$ cat config.mk
export PLATFORM = sky130hd
export DESIGN_NAME = rr_arbiter_16x4
export DESIGN_NICKNAME = d
export VERILOG_FILES = /design/src/rtl/rr_arbiter_16x4.sv
export SDC_FILE = /design/constraint.sdc
export NUM_CORES = 1
export LEC_CHECK = 0
export ABC_AREA = 1
export BUFFER_PORTS_ARGS = -buffer_cell sky130_fd_sc_hd__clkbuf_2
export CORE_UTILIZATION = 65
export CTS_CLUSTER_SIZE = 40
export DETAILED_ROUTE_END_ITERATION = 8
export GPL_ROUTABILITY_DRIVEN = 0
export PLACE_DENSITY = 0.82
export SKIP_LAST_GASP = 1
export SLEW_MARGIN = 20
export SYNTH_ARGS = -nofsm -noshare
export SYNTH_HDL_FRONTEND = slang
export SYNTH_SLANG_ARGS = --single-unit
$ cat constraint.sdc
create_clock -name clk -period 9.81 [get_ports clk]
set_input_delay 0.981 -clock clk [delete_from_list [all_inputs] [get_ports clk]]
set_output_delay 0.981 -clock clk [all_outputs]
set_load 0.01 [all_outputs]
$ cat src/rtl/rr_arbiter_16x4.sv
// Round-robin arbiter for 16 requesters with registered one-hot and encoded grants.
// A grant is held while its owner keeps requesting, up to MAX_HOLD consecutive cycles.
module rr_arbiter_16x4 #(
    parameter int MAX_HOLD = 8
) (
    input  logic        clk,
    input  logic        rst,
    input  logic        en,
    input  logic [15:0] req,
    output logic [15:0] gnt,
    output logic [3:0]  gnt_id,
    output logic        gnt_valid
);

    localparam logic [0:0] IDLE = 1'b0;
    localparam logic [0:0] BUSY = 1'b1;
    localparam logic [7:0] MAX_HOLD_C = 8'(MAX_HOLD);

    logic [0:0]  state_q, state_d;
    logic [3:0]  ptr_q, ptr_d;
    logic [7:0]  cnt_q, cnt_d;
    logic [3:0]  owner_q, owner_d;
    logic [15:0] gnt_q, gnt_d;
    logic        release_c;
    logic [3:0]  next_start_c;

    // First requesting index found scanning circularly upward from start.
    function automatic logic [3:0] pick(input logic [3:0] start, input logic [15:0] r);
        logic [3:0] idx;
        logic       found;
        pick  = start;
        found = 1'b0;
        for (int i = 0; i < 16; i++) begin
            idx = start + 4'(i);
            if (!found && r[idx]) begin
                pick  = idx;
                found = 1'b1;
            end
        end
    endfunction

    // NOTE: every signal gets a default at the top so no path leaves it unassigned (no latch).
    always_comb begin
        state_d      = state_q;
        ptr_d        = ptr_q;
        cnt_d        = cnt_q;
        owner_d      = owner_q;
        release_c    = !en || !req[owner_q] || (cnt_q == MAX_HOLD_C);
        next_start_c = owner_q + 4'd1;

        case (state_q)
            IDLE: begin
                if (en && |req) begin
                    owner_d = pick(ptr_q, req);
                    cnt_d   = 8'd1;
                    state_d = BUSY;
                end
            end
            default: begin
                if (!release_c) begin
                    cnt_d = cnt_q + 8'd1;
                end else begin
                    ptr_d = next_start_c;
                    if (en && |req) begin
                        owner_d = pick(next_start_c, req);
                        cnt_d   = 8'd1;
                    end else begin
                        owner_d = 4'd0;
                        cnt_d   = 8'd0;
                        state_d = IDLE;
                    end
                end
            end
        endcase

        gnt_d = (state_d == BUSY) ? (16'd1 << owner_d) : 16'd0;
    end

    // NOTE: sequential state uses non-blocking assignments so all flops update together.
    always_ff @(posedge clk or posedge rst) begin
        if (rst) begin
            state_q <= IDLE;
            ptr_q   <= 4'd0;
            cnt_q   <= 8'd0;
            owner_q <= 4'd0;
            gnt_q   <= 16'd0;
        end else begin
            state_q <= state_d;
            ptr_q   <= ptr_d;
            cnt_q   <= cnt_d;
            owner_q <= owner_d;
            gnt_q   <= gnt_d;
        end
    end

    assign gnt       = gnt_q;
    assign gnt_id    = owner_q;
    assign gnt_valid = (state_q == BUSY);

endmodule
==> flow_metrics.env, run 1 <==
export IMPL_io_buffers=39
export IMPL_num_rows=33
export IMPL_critPathSlowestCell="ha_1"
export IMPL_cts_root_buf="clkbuf_8"
export IMPL_max_freq_ghz=0.181
export IMPL_hp_class="reg2reg"
export IMPL_slew_violations=0
export IMPL_rsz0062_at_grt="false"
export IMPL_coreArea_um2=8260
export IMPL_drc=0
export IMPL_cts_tree="built"
export IMPL_synth_largest_area_cell="nand2_1"
export IMPL_synthArstFlopShare=1.00
export IMPL_syn2layout_area_growth_pct=4.62
export IMPL_die_area_um2=8990
export IMPL_fin_crit_sh=0.564
export IMPL_finClkSkew_ns=0.00640
export IMPL_fill_cells=813
export IMPL_grt_max_degree=45
export IMPL_hold_viol_final=0
export IMPL_yosys_top_cells_area="nand2_1, dfrtp_1, nand3_1"
export IMPL_grt_pass1_vias=5816
export IMPL_dominantRegCellSynth="dfrtp_1"
export IMPL_tns_ns=0
export IMPL_crit_cells=29
export IMPL_wl_per_cell_um=14.1
export IMPL_final_layout_size_suffix_gt1_frac=0.105
export IMPL_grt_usage=0.379
export IMPL_crit_arrival_ns=5.75
export IMPL_syn_instance_count=1054
export IMPL_cp_num_buf_inv=4
export IMPL_die_x_um=94.8
export IMPL_cts_buffers=5
export IMPL_crit_required_ns=10.02
export IMPL_synth_nets=1084
export IMPL_cts_setup_buffers=0
export IMPL_startpoint_type="flip-flop"
export IMPL_status="finished, final reports clean"
export IMPL_final_cell_mix="nand2_1, nand3_1, inv_1"
export IMPL_drt_initial_drc_count=760
export IMPL_path_clk_slew_ns=0.07
export IMPL_insertion_delay_ns=0.29
export IMPL_dpl_hpwl_um=12800
export IMPL_cts_resized=0
export IMPL_ys_ff_latch=33
export IMPL_die_h_um=94.8
export IMPL_max_slew_worst_pin_slew_ns=0.748
export IMPL_ant_nets=0
export IMPL_nets=1109
export IMPL_avgSynthCellArea_um2=5.31
export IMPL_finalSetupViolCount=0
export IMPL_vias=6819
export IMPL_diodes=0
export IMPL_grt_pass1_wl_um=26600
export IMPL_cp_common_cell="nand2_1"
export IMPL_critPathKind="reg2reg"
export IMPL_whs_path_depth=2
export IMPL_grt_overflow=0
export IMPL_critPathMaxStageDelay_ns=0.90
export IMPL_start_util=0.678
export IMPL_crit_fanout=44
export IMPL_first_pass_iters=5
export IMPL_ys_types=45
export IMPL_antenna_found_initial=0
export IMPL_clockBufferDepth=2
export IMPL_slew_headroom=0.502
export IMPL_syn_area_um2=5600
export IMPL_yosys_warnings=0
export IMPL_worstSetupEndpointType="flip-flop"
export IMPL_hold_buffers=0
export IMPL_cts_sinks=33
export IMPL_crit_family="simple AND/OR/NAND/NOR gates"
export IMPL_htreeDepth=2
export IMPL_synth_top_area_frac=0.304
export IMPL_min_period_ns=5.54
export IMPL_seq_area_frac_synth=0.147
export IMPL_via_per_inst=5.75
export IMPL_maxCapViolCount=0
export IMPL_final_common_cell="nand2_1"
export IMPL_synth_edff_count=0
export IMPL_ios=40
export IMPL_reg2regPathDepth=29
export IMPL_route_final_wire_length_um=16700
==> metrics by stage <==
step | instance area [um^2] | instances | hold WS (ns) | setup slack, ns | util
finish | 5860 | 1185 | 0.591 | 4.27 | 0.710
global route | 5860 | 1185 | 0.627 | 3.88 | 0.710
CTS | 5860 | 1185 | 0.595 | 4.44 | 0.710
detailed placement | 5770 | 1177 | 0.578 | 4.47 | 0.699
global placement | 5770 | 1177 | 0.577 | 4.46 | 0.699
floorplan | 5600 | 1054 | 0.545 | 6.03 | -
==> logic make-up after synthesis <==
kind of cell,count (synthesis),synth area share
simple gates,748,0.588
buf+inv,157,0.122
compound gates,88,0.0894
flops,33,0.147
xor+xnor,16,0.0277
fa+ha+maj,11,0.0246
mux,1,0.00179
==> path summary, 6_finish.rpt <==
kind,start,to,slack [ns]
worst max-delay path,gnt_id[0]$_DFF_PP0_,gnt[2]$_DFF_PP0_,4.27
worst max register to register,gnt_id[0]$_DFF_PP0_,gnt[2]$_DFF_PP0_,4.27
max in group asynchronous,rst,gnt[15]$_DFF_PP0_,8.78
worst min-delay path,cnt_q[7]$_DFFE_PP0P_,cnt_q[7]$_DFFE_PP0P_,0.59
worst min register to register,cnt_q[7]$_DFFE_PP0P_,cnt_q[7]$_DFFE_PP0P_,0.59
min in group asynchronous,rst,gnt_id[3]$_DFF_PP0_,0.74
==> worst min-delay path, stage by stage, from the launching register on <==
cell and delay, ns:
dfrtp_1 0.32, inv_1 0.06, o22ai_1 0.16
==> state kept, by name, summed over array words and instances (netlist names) <==
register	flops
ptr_q	4
gnt	16
gnt_valid	1
cnt_q	8
gnt_id	4
==> layout make-up <==
cell class	instances	area (um^2)	area share
flip-flops and latches	33	826	0.141
repair buffers	42	218	0.0372
clock buffers	5	68.8	0.0117
multi-input cells	864	4090	0.699
inverters	133	504	0.0861
clock inverters	3	17.5	0.00299
well taps	105	131	0.0224
==> synth_stat cells (all sizes together) (3+ instances only) <==
cell    instances
nand2         468
nand3         162
inv           129
nor2           78
o21ai          43
dfrtp          33
nand4          28
buf            23
a21oi          20
xor2           13
ha             11
nor3           10
a31oi           7
o22ai           7
clkinv          4
o21a            4
xnor2           3
==> per-layer routing <==
metal | GRT usage | part of all wire
met1 | 0.525 | 0.43
met2 | 0.595 | 0.43
met3 | 0.0507 | 0.11
met4 | 0.145 | 0.029
met5 | 0 | 0
Power of run 1 is not shown: default switching activity piles up to over one toggle a cycle in this logic, so the estimate is an artifact.
==> inputs of run 2 (changes only) <==
--- a/config.mk
+++ b/config.mk
@@ -7,11 +7,11 @@
 export LEC_CHECK = 0
 export ABC_AREA = 1
 export BUFFER_PORTS_ARGS = -buffer_cell sky130_fd_sc_hd__clkbuf_2
-export CORE_UTILIZATION = 65
+export CORE_UTILIZATION = 63
 export CTS_CLUSTER_SIZE = 40
 export DETAILED_ROUTE_END_ITERATION = 8
 export GPL_ROUTABILITY_DRIVEN = 0
-export PLACE_DENSITY = 0.82
+export PLACE_DENSITY = 0.8
 export SKIP_LAST_GASP = 1
 export SLEW_MARGIN = 20
 export SYNTH_ARGS = -nofsm -noshare
==> constraint.sdc (replaced) <==
create_clock -name clk -period 5.5 [get_ports clk]
set_input_delay 0.55 -clock clk [delete_from_list [all_inputs] [get_ports clk]]
set_output_delay 0.55 -clock clk [all_outputs]
set_load 0.01 [all_outputs]
==> flow_metrics.env, run 2 (same netlist as run 1, synthesis figures left out) <==
export IMPL_first_pass_iters=5
export IMPL_route_final_wire_length_um=16200
export IMPL_antenna_found_initial=0
export IMPL_slew_violations=0
export IMPL_drc=0
export IMPL_cts_tree="built"
export IMPL_startpoint_type="flip-flop"
export IMPL_path_clk_slew_ns=0.07
export IMPL_clockBufferDepth=2
export IMPL_grt_usage=0.347
export IMPL_final_common_cell="nand2_1"
export IMPL_crit_required_ns=5.71
export IMPL_crit_fanout=24
export IMPL_finClkSkew_ns=0.00714
export IMPL_nets=1111
export IMPL_num_rows=34
export IMPL_die_area_um2=9270
export IMPL_r2r_slack_ns=0.81
export IMPL_dpl_hpwl_um=12700
export IMPL_finalSetupViolCount=0
export IMPL_critPathKind="reg2reg"
export IMPL_fin_cells=1190
export IMPL_insertion_delay_ns=0.29
export IMPL_max_freq_ghz=0.213
export IMPL_io_buffers=39
export IMPL_final_layout_size_suffix_gt1_frac=0.106
export IMPL_rsz0062_at_grt="false"
export IMPL_htreeDepth=2
export IMPL_status="finished, final reports clean"
export IMPL_slew_headroom=0.520
export IMPL_vias=6689
export IMPL_reg2regPathDepth=23
export IMPL_grt_max_degree=44
export IMPL_cts_sinks=33
export IMPL_startpoint="ptr_q[0]$_DFFE_PP0P_"
export IMPL_cts_root_buf="clkbuf_8"
export IMPL_final_cell_mix="nand2_1, nand3_1, inv_1"
export IMPL_wl_per_cell_um=13.6
export IMPL_ios=40
export IMPL_diodes=0
export IMPL_via_per_inst=5.62
export IMPL_ant_nets=0
export IMPL_fin_hold_ws_ns=0.320
export IMPL_hp_class="in2async"
export IMPL_max_slew_worst_pin_slew_ns=0.720
export IMPL_die_x_um=96.3
export IMPL_maxCapViolCount=0
export IMPL_fin_crit_sh=0.853
export IMPL_start_util=0.645
export IMPL_min_period_ns=4.69
export IMPL_drt_initial_drc_count=695
export IMPL_largest_register_ffs=16
export IMPL_grt_pass1_vias=5299
export IMPL_coreArea_um2=8680
export IMPL_cts_setup_buffers=0
export IMPL_r2r_start="ptr_q[0]$_DFFE_PP0P_"
export IMPL_grt_overflow=0
export IMPL_die_h_um=96.3
export IMPL_grt_pass1_wl_um=25100
export IMPL_cts_buffers=5
export IMPL_dp_cells=1182
export IMPL_syn2layout_area_growth_pct=5.23
export IMPL_crit_arrival_ns=4.90
export IMPL_cts_resized=0
export IMPL_worstSetupEndpointType="flip-flop"
export IMPL_hold_buffers=0
export IMPL_timing_rr_end="gnt[2]$_DFF_PP0_"
export IMPL_hold_viol_final=0
export IMPL_tns_ns=0
run 2: cell types whose count changed in the layout (fill, tap and decap cells not counted), sizes merged:
cell	delta
clkinv	-1
clkinvlp	-1
buf	+2
clkbuf	+2
run 2: area by class of cell:
cell class | count | area (um^2)
multi-input cells | 864 | 4090
fillers | 856 | 2790
flip-flops and latches | 33 | 826
inverters | 133 | 504
repair buffers | 44 | 233
well taps | 108 | 135
clock buffers | 7 | 96.3
clock inverters | 1 | 5.00
run 2: worst max path at each step:
stage                         to  slack [ns]
2_1_floorplan   gnt[6]$_DFF_PP0_        1.72
3_3_place_gp    gnt[6]$_DFF_PP0_        1.10
3_5_place_dp    gnt[6]$_DFF_PP0_         1.0
4_1_cts         gnt[2]$_DFF_PP0_        0.94
5_1_grt        gnt[14]$_DFF_PP0_        0.25
6_report        gnt[2]$_DFF_PP0_        0.81
run 2: metrics by stage:
stage	util	area [um^2]	worst slack, ns
4_1_cts	0.679	5890	0.936
3_5_place_dp	0.667	5790	0.996
3_3_place_gp	0.667	5790	1.10
2_1_floorplan	-	5600	1.72
6_report	0.679	5890	0.808
5_1_grt	0.679	5890	0.252
run 2: critical path, cell delays in order, from the launching register on:
cell	delay [ns]
dfrtp_1	0.80
inv_2	0.29
ha_1	0.56
inv_1	0.38
nand3_1	0.17
nand3_1	0.12
nand3_1	0.08
nand2_1	0.15
nand4_1	0.15
inv_2	0.14
nand4_4	0.12
nor2_4	0.14
nand4_1	0.13
inv_2	0.11
nand4_1	0.25
nand4_1	0.20
nand2_1	0.10
nand2_1	0.07
o21ai_0	0.08
nor2_1	0.21
nand2_1	0.12
inv_2	0.08
nand2_1	0.05
nor2_1	0.13
run 2: metal layers:
metal	track usage	part of all wire
met3	0.0371	0.11
met1	0.505	0.44
met4	0.0659	0.0081
met2	0.554	0.44
met5	0	0
Power of run 2 is left out for the same reason.
==> inputs of run 3 (changes only) <==
--- a/config.mk
+++ b/config.mk
@@ -6,12 +6,13 @@
 export NUM_CORES = 1
 export LEC_CHECK = 0
 export ABC_AREA = 1
-export BUFFER_PORTS_ARGS = -buffer_cell sky130_fd_sc_hd__clkbuf_2
-export CORE_UTILIZATION = 63
+export BUFFER_PORTS_ARGS = -buffer_cell sky130_fd_sc_hd__buf_4
+export CORE_UTILIZATION = 60
 export CTS_CLUSTER_SIZE = 40
 export DETAILED_ROUTE_END_ITERATION = 8
 export GPL_ROUTABILITY_DRIVEN = 0
-export PLACE_DENSITY = 0.8
+export GPL_TIMING_DRIVEN = 0
+export PLACE_DENSITY = 0.76
 export SKIP_LAST_GASP = 1
 export SLEW_MARGIN = 20
 export SYNTH_ARGS = -nofsm -noshare
==> flow_metrics.env, run 3 (same netlist as run 1, synthesis figures left out) <==
export IMPL_status="finished, final reports clean"
export IMPL_critPathKind="reg2reg"
export IMPL_min_period_ns=4.74
export IMPL_largest_register_ffs=16
export IMPL_die_h_um=98.6
export IMPL_route_final_wire_length_um=17300
export IMPL_startpoint_type="flip-flop"
export IMPL_fill_cells=887
export IMPL_hp_class="in2async"
export IMPL_drc=0
export IMPL_cp_common_cell="nand2_1"
export IMPL_maxCapViolCount=0
export IMPL_crit_fanout=10
export IMPL_cts_root_buf="clkbuf_8"
export IMPL_worstSetupEndpointType="flip-flop"
export IMPL_cp_num_buf_inv=6
export IMPL_first_pass_iters=5
export IMPL_max_freq_ghz=0.211
export IMPL_crit_required_ns=5.71
export IMPL_finClkSkew_ns=0.00422
export IMPL_critPathMaxStageDelay_ns=0.54
export IMPL_final_common_cell="nand2_1"
export IMPL_final_layout_size_suffix_gt1_frac=0.121
export IMPL_finalSetupViolCount=0
export IMPL_hold_buffers=0
export IMPL_vias=6883
export IMPL_path_clk_slew_ns=0.07
export IMPL_insertion_delay_ns=0.28
export IMPL_grt_overflow=0
export IMPL_grt_max_degree=34
export IMPL_cts_setup_buffers=0
export IMPL_syn2layout_area_growth_pct=9.18
export IMPL_fin_crit_sh=0.862
export IMPL_coreArea_um2=8890
export IMPL_cts_sinks=33
export IMPL_cts_tree="built"
export IMPL_die_x_um=98.6
export IMPL_htreeDepth=2
export IMPL_tns_ns=0
export IMPL_via_per_inst=5.69
export IMPL_dpl_hpwl_um=13500
export IMPL_drt_initial_drc_count=639
export IMPL_nets=1130
export IMPL_ant_nets=0
export IMPL_num_rows=34
export IMPL_wl_per_cell_um=14.3
export IMPL_slew_headroom=0.538
export IMPL_slew_violations=0
export IMPL_crit_arrival_ns=4.95
export IMPL_final_cell_mix="nand2_1, nand3_1, inv_1"
export IMPL_cts_buffers=5
export IMPL_die_area_um2=9720
export IMPL_io_buffers=39
export IMPL_crit_family="simple AND/OR/NAND/NOR gates"
export IMPL_cts_resized=0
export IMPL_ios=40
export IMPL_diodes=0
export IMPL_clockBufferDepth=2
export IMPL_grt_pass1_vias=5941
export IMPL_grt_pass1_wl_um=28000
export IMPL_rsz0062_at_grt="false"
export IMPL_hold_viol_final=0
export IMPL_antenna_found_initial=0
export IMPL_critPathSlowestCell="dfrtp_1"
export IMPL_start_util=0.630
export IMPL_grt_usage=0.359
export IMPL_max_slew_worst_pin_slew_ns=0.690
[run 3: changes by cell type in the layout (fill, tap and decap cells not counted), moves of 2 or more]
cell,before,now
clkbuf_8,7,5
buf_6,0,7
buf_2,0,9
buf_4,5,45
clkbuf_2,39,0
[run 3: final timing paths]
kind	from	endpoint	slack, ns	depth (start not counted)
min in group clk	cnt_q[7]$_DFFE_PP0P_	cnt_q[7]$_DFFE_PP0P_	0.60	2
max in group asynchronous	rst	gnt_valid$_DFF_PP0_	4.72	2
max reg2reg	gnt_id[0]$_DFF_PP0_	gnt[7]$_DFF_PP0_	0.76	29
min	rst	gnt[5]$_DFF_PP0_	0.36	2
max	gnt_id[0]$_DFF_PP0_	gnt[7]$_DFF_PP0_	0.76	29
min reg2reg	cnt_q[7]$_DFFE_PP0P_	cnt_q[7]$_DFFE_PP0P_	0.60	2
[run 3: routing by layer]
layer | vias to the layer above | GRT usage | wire length (um)
met5 | - | 0 | 0
met3 | 35 | 0.0574 | 1860
met4 | 0 | 0.0884 | 311
li1 | 3473 | - | -
met1 | 3044 | 0.510 | 7800
met2 | 331 | 0.569 | 7290
[run 3: area by class of cell]
cell class / instances / area (um^2) / area share
Sequential cell: 33 / 826 / 0.135
Multi-Input combinational cell: 864 / 4090 / 0.670
Tap cell: 108 / 135 / 0.0221
Timing Repair Buffer: 39 / 293 / 0.0479
Clock inverter: 3 / 17.5 / 0.00286
Buffer: 24 / 176 / 0.0289
Inverter: 133 / 504 / 0.0825
Clock buffer: 5 / 68.8 / 0.0113
[run 3: through the flow]
| step | instance area [um^2] | hold slack (ns) | instances | util | setup slack (ns) |
|---|---|---|---|---|---|
| after global placement | 6030 | 0.572 | 1201 | 0.678 | 0.933 |
| after floorplan | 5600 | 0.545 | 1054 | - | 1.72 |
| after global routing | 6110 | 0.427 | 1209 | 0.688 | 0.289 |
| final | 6110 | 0.360 | 1209 | 0.688 | 0.761 |
| after CTS | 6110 | 0.389 | 1209 | 0.688 | 0.865 |
| after detailed placement | 6030 | 0.577 | 1201 | 0.678 | 0.901 |
Power of run 3 is left out for the same reason.
